### src/rtl/mc_ctrl_fsm.sv
// Main control FSM for the multicycle RV32I core: sequences fetch/decode/execute/memory/writeback
// over a req/ready memory handshake with a per-access bus timeout and a sticky trap state.
module mc_ctrl_fsm #(
  parameter int unsigned MEM_TIMEOUT = 15,
  parameter bit          EN_JALR     = 1'b1,
  parameter bit          EN_AUIPC    = 1'b1
) (
  input  logic       clk,
  input  logic       rst,
  input  logic [6:0] op,
  input  logic       mem_ready,
  output logic [1:0] sel_alu_src_a,
  output logic [1:0] sel_alu_src_b,
  output logic [1:0] alu_op,
  output logic [1:0] sel_result,
  output logic       sel_mem_addr,
  output logic       mem_req,
  output logic       we_mem,
  output logic       we_ir,
  output logic       pc_update,
  output logic       branch,
  output logic       we_rf,
  output logic       trap,
  output logic [1:0] trap_cause,
  output logic [3:0] state_o
);

  typedef enum logic [3:0] {
    S_FETCH, S_DECODE, S_EXE_ADDR, S_MEM_RD, S_WB_MEM, S_MEM_WR, S_EXE_R, S_WB_ALU,
    S_BRANCH, S_EXE_I, S_JAL, S_JALR, S_JALR_LINK, S_LUI, S_AUIPC, S_TRAP
  } state_e;

  localparam logic [6:0] OP_LW    = 7'b0000011;
  localparam logic [6:0] OP_SW    = 7'b0100011;
  localparam logic [6:0] OP_R     = 7'b0110011;
  localparam logic [6:0] OP_I     = 7'b0010011;
  localparam logic [6:0] OP_B     = 7'b1100011;
  localparam logic [6:0] OP_JAL   = 7'b1101111;
  localparam logic [6:0] OP_JALR  = 7'b1100111;
  localparam logic [6:0] OP_LUI   = 7'b0110111;
  localparam logic [6:0] OP_AUIPC = 7'b0010111;

  // A zero timeout disables the counter; keep it one bit wide and parked at zero.
  localparam int unsigned  CW  = (MEM_TIMEOUT > 0) ? $clog2(MEM_TIMEOUT + 1) : 1;
  localparam logic [CW-1:0] TMO = CW'(MEM_TIMEOUT);

  state_e        state_q, state_d;
  logic [CW-1:0] cnt_q, cnt_d;
  logic [1:0]    cause_q, cause_d;
  logic          mem_phase, timed_out;

  assign mem_phase = (state_q == S_FETCH) || (state_q == S_MEM_RD) || (state_q == S_MEM_WR);
  assign timed_out = (MEM_TIMEOUT != 0) && (cnt_q == TMO);

  // NOTE: state is held in flops updated only with non-blocking assignments; the reset is
  // asynchronous so an access in flight is abandoned the moment rst falls.
  always_ff @(posedge clk or negedge rst) begin
    if (!rst) begin
      state_q <= S_FETCH;
      cnt_q   <= '0;
      cause_q <= 2'b00;
    end else begin
      state_q <= state_d;
      cnt_q   <= cnt_d;
      cause_q <= cause_d;
    end
  end

  // NOTE: every signal written in a combinational block gets a default first so no latch forms.
  always_comb begin
    state_d = state_q;
    cnt_d   = '0;
    cause_d = cause_q;
    case (state_q)
      S_FETCH:    state_d = S_DECODE;
      S_DECODE: begin
        case (op)
          OP_LW, OP_SW: state_d = S_EXE_ADDR;
          OP_R:         state_d = S_EXE_R;
          OP_I:         state_d = S_EXE_I;
          OP_B:         state_d = S_BRANCH;
          OP_JAL:       state_d = S_JAL;
          OP_JALR:      state_d = EN_JALR ? S_JALR : S_TRAP;
          OP_LUI:       state_d = S_LUI;
          OP_AUIPC:     state_d = EN_AUIPC ? S_AUIPC : S_TRAP;
          default:      state_d = S_TRAP;
        endcase
        if (state_d == S_TRAP) cause_d = 2'b01;
      end
      S_EXE_ADDR: state_d = (op == OP_LW) ? S_MEM_RD : S_MEM_WR;
      S_MEM_RD:   state_d = S_WB_MEM;
      S_WB_MEM:   if (mem_ready) state_d = S_FETCH;
      S_MEM_WR:   state_d = S_FETCH;
      S_EXE_R, S_EXE_I, S_LUI, S_AUIPC, S_JAL: state_d = S_WB_ALU;
      S_WB_ALU, S_BRANCH: state_d = S_FETCH;
      S_JALR:      state_d = S_JALR_LINK;
      S_JALR_LINK: state_d = S_WB_ALU;
      default:     state_d = S_TRAP;
    endcase
    // Bus states hold while memory is busy; a ready in the final allowed cycle still completes.
    if (mem_phase && !mem_ready) begin
      if (timed_out) begin
        state_d = S_TRAP;
        cause_d = 2'b10;
      end else begin
        state_d = state_q;
        if (MEM_TIMEOUT != 0) cnt_d = cnt_q + CW'(1);
      end
    end
  end

  always_comb begin
    sel_alu_src_a = 2'b00;
    sel_alu_src_b = 2'b00;
    alu_op        = 2'b00;
    sel_result    = 2'b00;
    sel_mem_addr  = 1'b0;
    mem_req       = 1'b0;
    we_mem        = 1'b0;
    we_ir         = 1'b0;
    pc_update     = 1'b0;
    branch        = 1'b0;
    we_rf         = 1'b0;
    case (state_q)
      S_FETCH: begin
        sel_alu_src_b = 2'b10;
        sel_result    = 2'b10;
        mem_req       = 1'b1;
        we_ir         = mem_ready;
        pc_update     = mem_ready;
      end
      S_DECODE:    begin sel_alu_src_a = 2'b01; sel_alu_src_b = 2'b01; end
      S_EXE_ADDR:  begin sel_alu_src_a = 2'b10; sel_alu_src_b = 2'b01; end
      S_MEM_RD:    begin mem_req = 1'b1; sel_mem_addr = 1'b1; end
      S_WB_MEM:    begin sel_result = 2'b01; we_rf = mem_ready; end
      S_MEM_WR:    begin mem_req = 1'b1; we_mem = 1'b1; sel_mem_addr = 1'b1; end
      S_EXE_R:     begin sel_alu_src_a = 2'b10; alu_op = 2'b10; end
      S_EXE_I:     begin sel_alu_src_a = 2'b10; sel_alu_src_b = 2'b01; alu_op = 2'b10; end
      S_LUI:       begin sel_alu_src_a = 2'b11; sel_alu_src_b = 2'b01; end
      S_AUIPC:     begin sel_alu_src_a = 2'b01; sel_alu_src_b = 2'b01; end
      S_WB_ALU:    we_rf = 1'b1;
      S_BRANCH:    begin sel_alu_src_a = 2'b10; alu_op = 2'b01; branch = 1'b1; end
      S_JAL:       begin sel_alu_src_a = 2'b01; sel_alu_src_b = 2'b10; pc_update = 1'b1; end
      S_JALR: begin
        sel_alu_src_a = 2'b10;
        sel_alu_src_b = 2'b01;
        sel_result    = 2'b10;
        pc_update     = 1'b1;
      end
      S_JALR_LINK: begin sel_alu_src_a = 2'b01; sel_alu_src_b = 2'b10; end
      default: ;
    endcase
    if (!rst) begin
      mem_req   = 1'b0;
      we_mem    = 1'b0;
      we_ir     = 1'b0;
      pc_update = 1'b0;
      branch    = 1'b0;
      we_rf     = 1'b0;
    end
  end

  assign trap       = (state_q == S_TRAP);
  assign trap_cause = trap ? cause_q : 2'b00;
  assign state_o    = state_q;

endmodule

### config.mk
export PLATFORM = sky130hd
export DESIGN_NAME = mc_ctrl_fsm
export DESIGN_NICKNAME = d
export VERILOG_FILES = /design/src/rtl/mc_ctrl_fsm.sv
export SDC_FILE = /design/constraint.sdc
export NUM_CORES = 1
export LEC_CHECK = 0
export CAP_MARGIN = 20
export CORE_MARGIN = 8
export CORE_UTILIZATION = 45
export DETAILED_ROUTE_END_ITERATION = 10
export PLACE_DENSITY_LB_ADDON = 0.1
export SLEW_MARGIN = 30
export SYNTH_ARGS = -nofsm -noshare
export SYNTH_HDL_FRONTEND = slang
export SYNTH_SLANG_ARGS = --single-unit
### constraint.sdc
create_clock -name clk -period 1.95 [get_ports clk]
set_input_delay 0.39 -clock clk [delete_from_list [all_inputs] [get_ports clk]]
set_output_delay 0.39 -clock clk [all_outputs]
set_load 0.01 [all_outputs]
==> impl_metrics.yaml <==
status:
  outcome: "finished clean"
placement:
  dp.cells: 217
  place_congestion: 0.834
  port_buffers: 31
  place_hpwl_um: 2490
  placed_cell_area_um2: 1540
clock_network:
  root_buffer: "clkbuf_4"
  cts_tree: "built"
  cts_hold_buf: 0
  cts.htree.levels: 1
  cts.clk_slew.worst_paths_ns: 0.06
  ctsLongestPathBuffers: 2
  numCtsBuffers: 3
  clkLatencyLatePin_ns: 0.27
  clock-sinks: 10
global_route:
  grt.overflow.total: 0
  grt_max_degree: 12
  grt_pass1_vias: 1232
  grt_first_pass_wirelength_um: 5430
  antenna_found_initial: 0
  track_usage: 0.165
sta:
  hold_viol_final: 0
  maxSlewViolCount: 0
  tightest_slew_ns: 0.352
  final.min_clock_period_ns: 1.89
  max_freq_mhz: 528
  fin_skew_ns: 0.00510
  min_period_over_period: 0.971
  setup-tns-final_ns: 0
  relSlewSlack: 0.764
  setup_violations: 0
  rsz0062_at_grt: "yes"
synth:
  synth_seq_cells: 10
  syn-num-nets: 140
  synth-async-reset-ratio: 1.00
  synthCells: 129
  synth_cell_types: 42
  synth_ff_type: "dfrtp_1"
  yosysWarningCount: 0
  synth_edf_count: 0
  syn-cell-area_um2: 981
  ys_seq_area_frac: 0.255
  avgSynthCellArea_um2: 7.60
power_and_ir_drop:
  p_leak_nw: 0.753
  vdd_drop_max_v: 0.000377
  p_per_area_nw_per_um2: 258
final_layout:
  nNetsFinal: 210
  fin_area_um2: 1590
  fillCellCount: 162
  antenna_cells: 0
  finalNonFillerCells: 225
  area_growth_pct: 62.4
  drive_above_1_share: 0.365
die:
  rows: 17
  dieArea_um2: 3930
  die-width_um: 62.7
  die_h_um: 62.7
  core_area_um2: 2130
  start_util: 0.461
  io_pins: 32
setup_path:
  required_ns: 1.56
  critical_path_class: "reg -> out"
  cp_max_fo: 5
  r2r_start: "state_o[1]"
  cp_data_arrival_time_ns: 1.50
  timing.rr.end: "state_o[0]"
  rrSetupSlack_ns: 0.27
  cp-start-kind: "flip-flop"
  r2r_cells: 8
  end_kind: "output port"
worst_hold_path:
  min_path_type: "reg -> reg"
  min_delay_path_depth: 1
  worst_hold_path.endpoint: "cause_q[1]"
  hold_start: "cause_q[1]"
detailed_routing:
  wire_per_inst_um: 14.4
  ant_nets: 0
  wirelength_um: 3240
  dr.pass1.iters: 5
  vias: 1226
  drt_iter0_drc: 33
  drt-vias-per-instance: 5.45
  drc: 0
run:
  cap_violations: 0
cell usage after synthesis, types with 2 or more instances:
cell | n | area [um^2]
nand3_1 | 7 | 35.0
or2_1 | 2 | 12.5
and3_1 | 3 | 18.8
nor2_1 | 20 | 75.1
nand2b_1 | 4 | 25.0
inv_1 | 5 | 18.8
o31ai_1 | 2 | 15.0
nor2b_1 | 2 | 12.5
o21ai_0 | 8 | 40.0
nor3_1 | 3 | 15.0
xnor2_1 | 2 | 17.5
a211oi_1 | 2 | 15.0
dfrtp_1 | 10 | 250
a221oi_1 | 2 | 17.5
nand2_1 | 13 | 48.8
buf_2 | 3 | 15.0
o22ai_1 | 3 | 18.8
buf_6 | 4 | 45.0
o211ai_1 | 2 | 15.0
a21oi_1 | 10 | 50.1
sequential cells by signal, indices dropped and copies added, names as in the netlist:
name / flops
cause_q: 2
cnt_q: 4
state_o: 4
repair_timing:
| action | in CTS | in global routing |
|---|---|---|
| setup buffers | 2 | 2 |
| cloned | 0 | 1 |
| resized for setup | 33 | 25 |
| pin swaps | 1 | 2 |
| hold endpoints to repair | 0 | 0 |
| endpoints found under the setup margin | 18 | 13 |
layer usage:
layer / track usage / up-vias / part of all wire
met1: 0.177 / 576 / 0.42
met4: 0.0627 / 0 / 0.030
li1: - / 596 / -
met3: 0.0341 / 10 / 0.050
met5: 0 / - / 0
met2: 0.305 / 44 / 0.50
report_power, final:
group / internal [mW] / leakage [nW] / switching [mW] / total [mW]
Clock: 0.0713 / 0.0138 / 0.0694 / 0.141
Sequential: 0.207 / 0.112 / 0 / 0.207
Combinational: 0.0325 / 0.627 / 0.0309 / 0.0633
Total: 0.311 / 0.753 / 0.100 / 0.411
cells in the final DEF, fill, tap and decap left out, types with 4 or more instances in the layout:
cell / count
dfrtp_2: 4
clkdlybuf4s50_1: 13
nand2_1: 13
o21ai_0: 7
nor2_1: 19
buf_4: 39
nand2b_1: 4
nand3_1: 6
inv_1: 5
dfrtp_1: 6
dlygate4sd2_1: 6
clkbuf_2: 6
a21oi_1: 9
area by class of cell:
cell class	instances	area, um^2	share of cell area
Clock buffer	3	22.5	0.0141
Tap cell	28	35.0	0.0220
Inverter	6	27.5	0.0173
Multi-Input combinational cell	105	668	0.419
Timing Repair Buffer	73	584	0.367
Sequential cell	10	255	0.160
worst max-delay path by stage:
stage | from | end | slack, ns | cells past startpoint
after global placement | mem_ready | we_ir | -0.38 | 5
after CTS | state_o[1] | alu_op[1] | 0.01 | 5
after floorplan | state_o[0] | pc_update | 0.12 | 5
after global routing | state_o[1] | we_ir | -0.01 | 5
after detailed placement | mem_ready | we_ir | -0.38 | 5
final | state_o[1] | mem_req | 0.06 | 5
logic make-up (layout without fill, tap and decap cells):
family          after synthesis  in the layout  share of synthesized area
fa+ha+maj                     1              1                     0.0128
buf+inv                      14             82                     0.0918
flops                        10             10                      0.255
simple gates                 59             59                      0.295
mux                           2              2                     0.0242
xor+xnor                      4              4                     0.0434
compound gates               39             39                      0.278
critical path, stage by stage (launching register included):
cell	delay, ns
dfrtp_2	0.44
buf_6	0.14
xor2_2	0.18
mux2i_2	0.17
and3_1	0.18
buf_2	0.13
through the flow:
step	setup WS [ns]	power [mW]	utilization	hold WS, ns
after floorplan	0.124	0.230	-	0.0944
after global placement	-0.378	0.271	0.722	0.449
after detailed placement	-0.384	0.274	0.722	0.459
after CTS	0.0118	0.410	0.738	0.472
after global routing	-0.0137	0.429	0.749	0.474
final	0.0561	0.411	0.749	0.467
No activity file was read; power rests on OpenSTA's default activity.
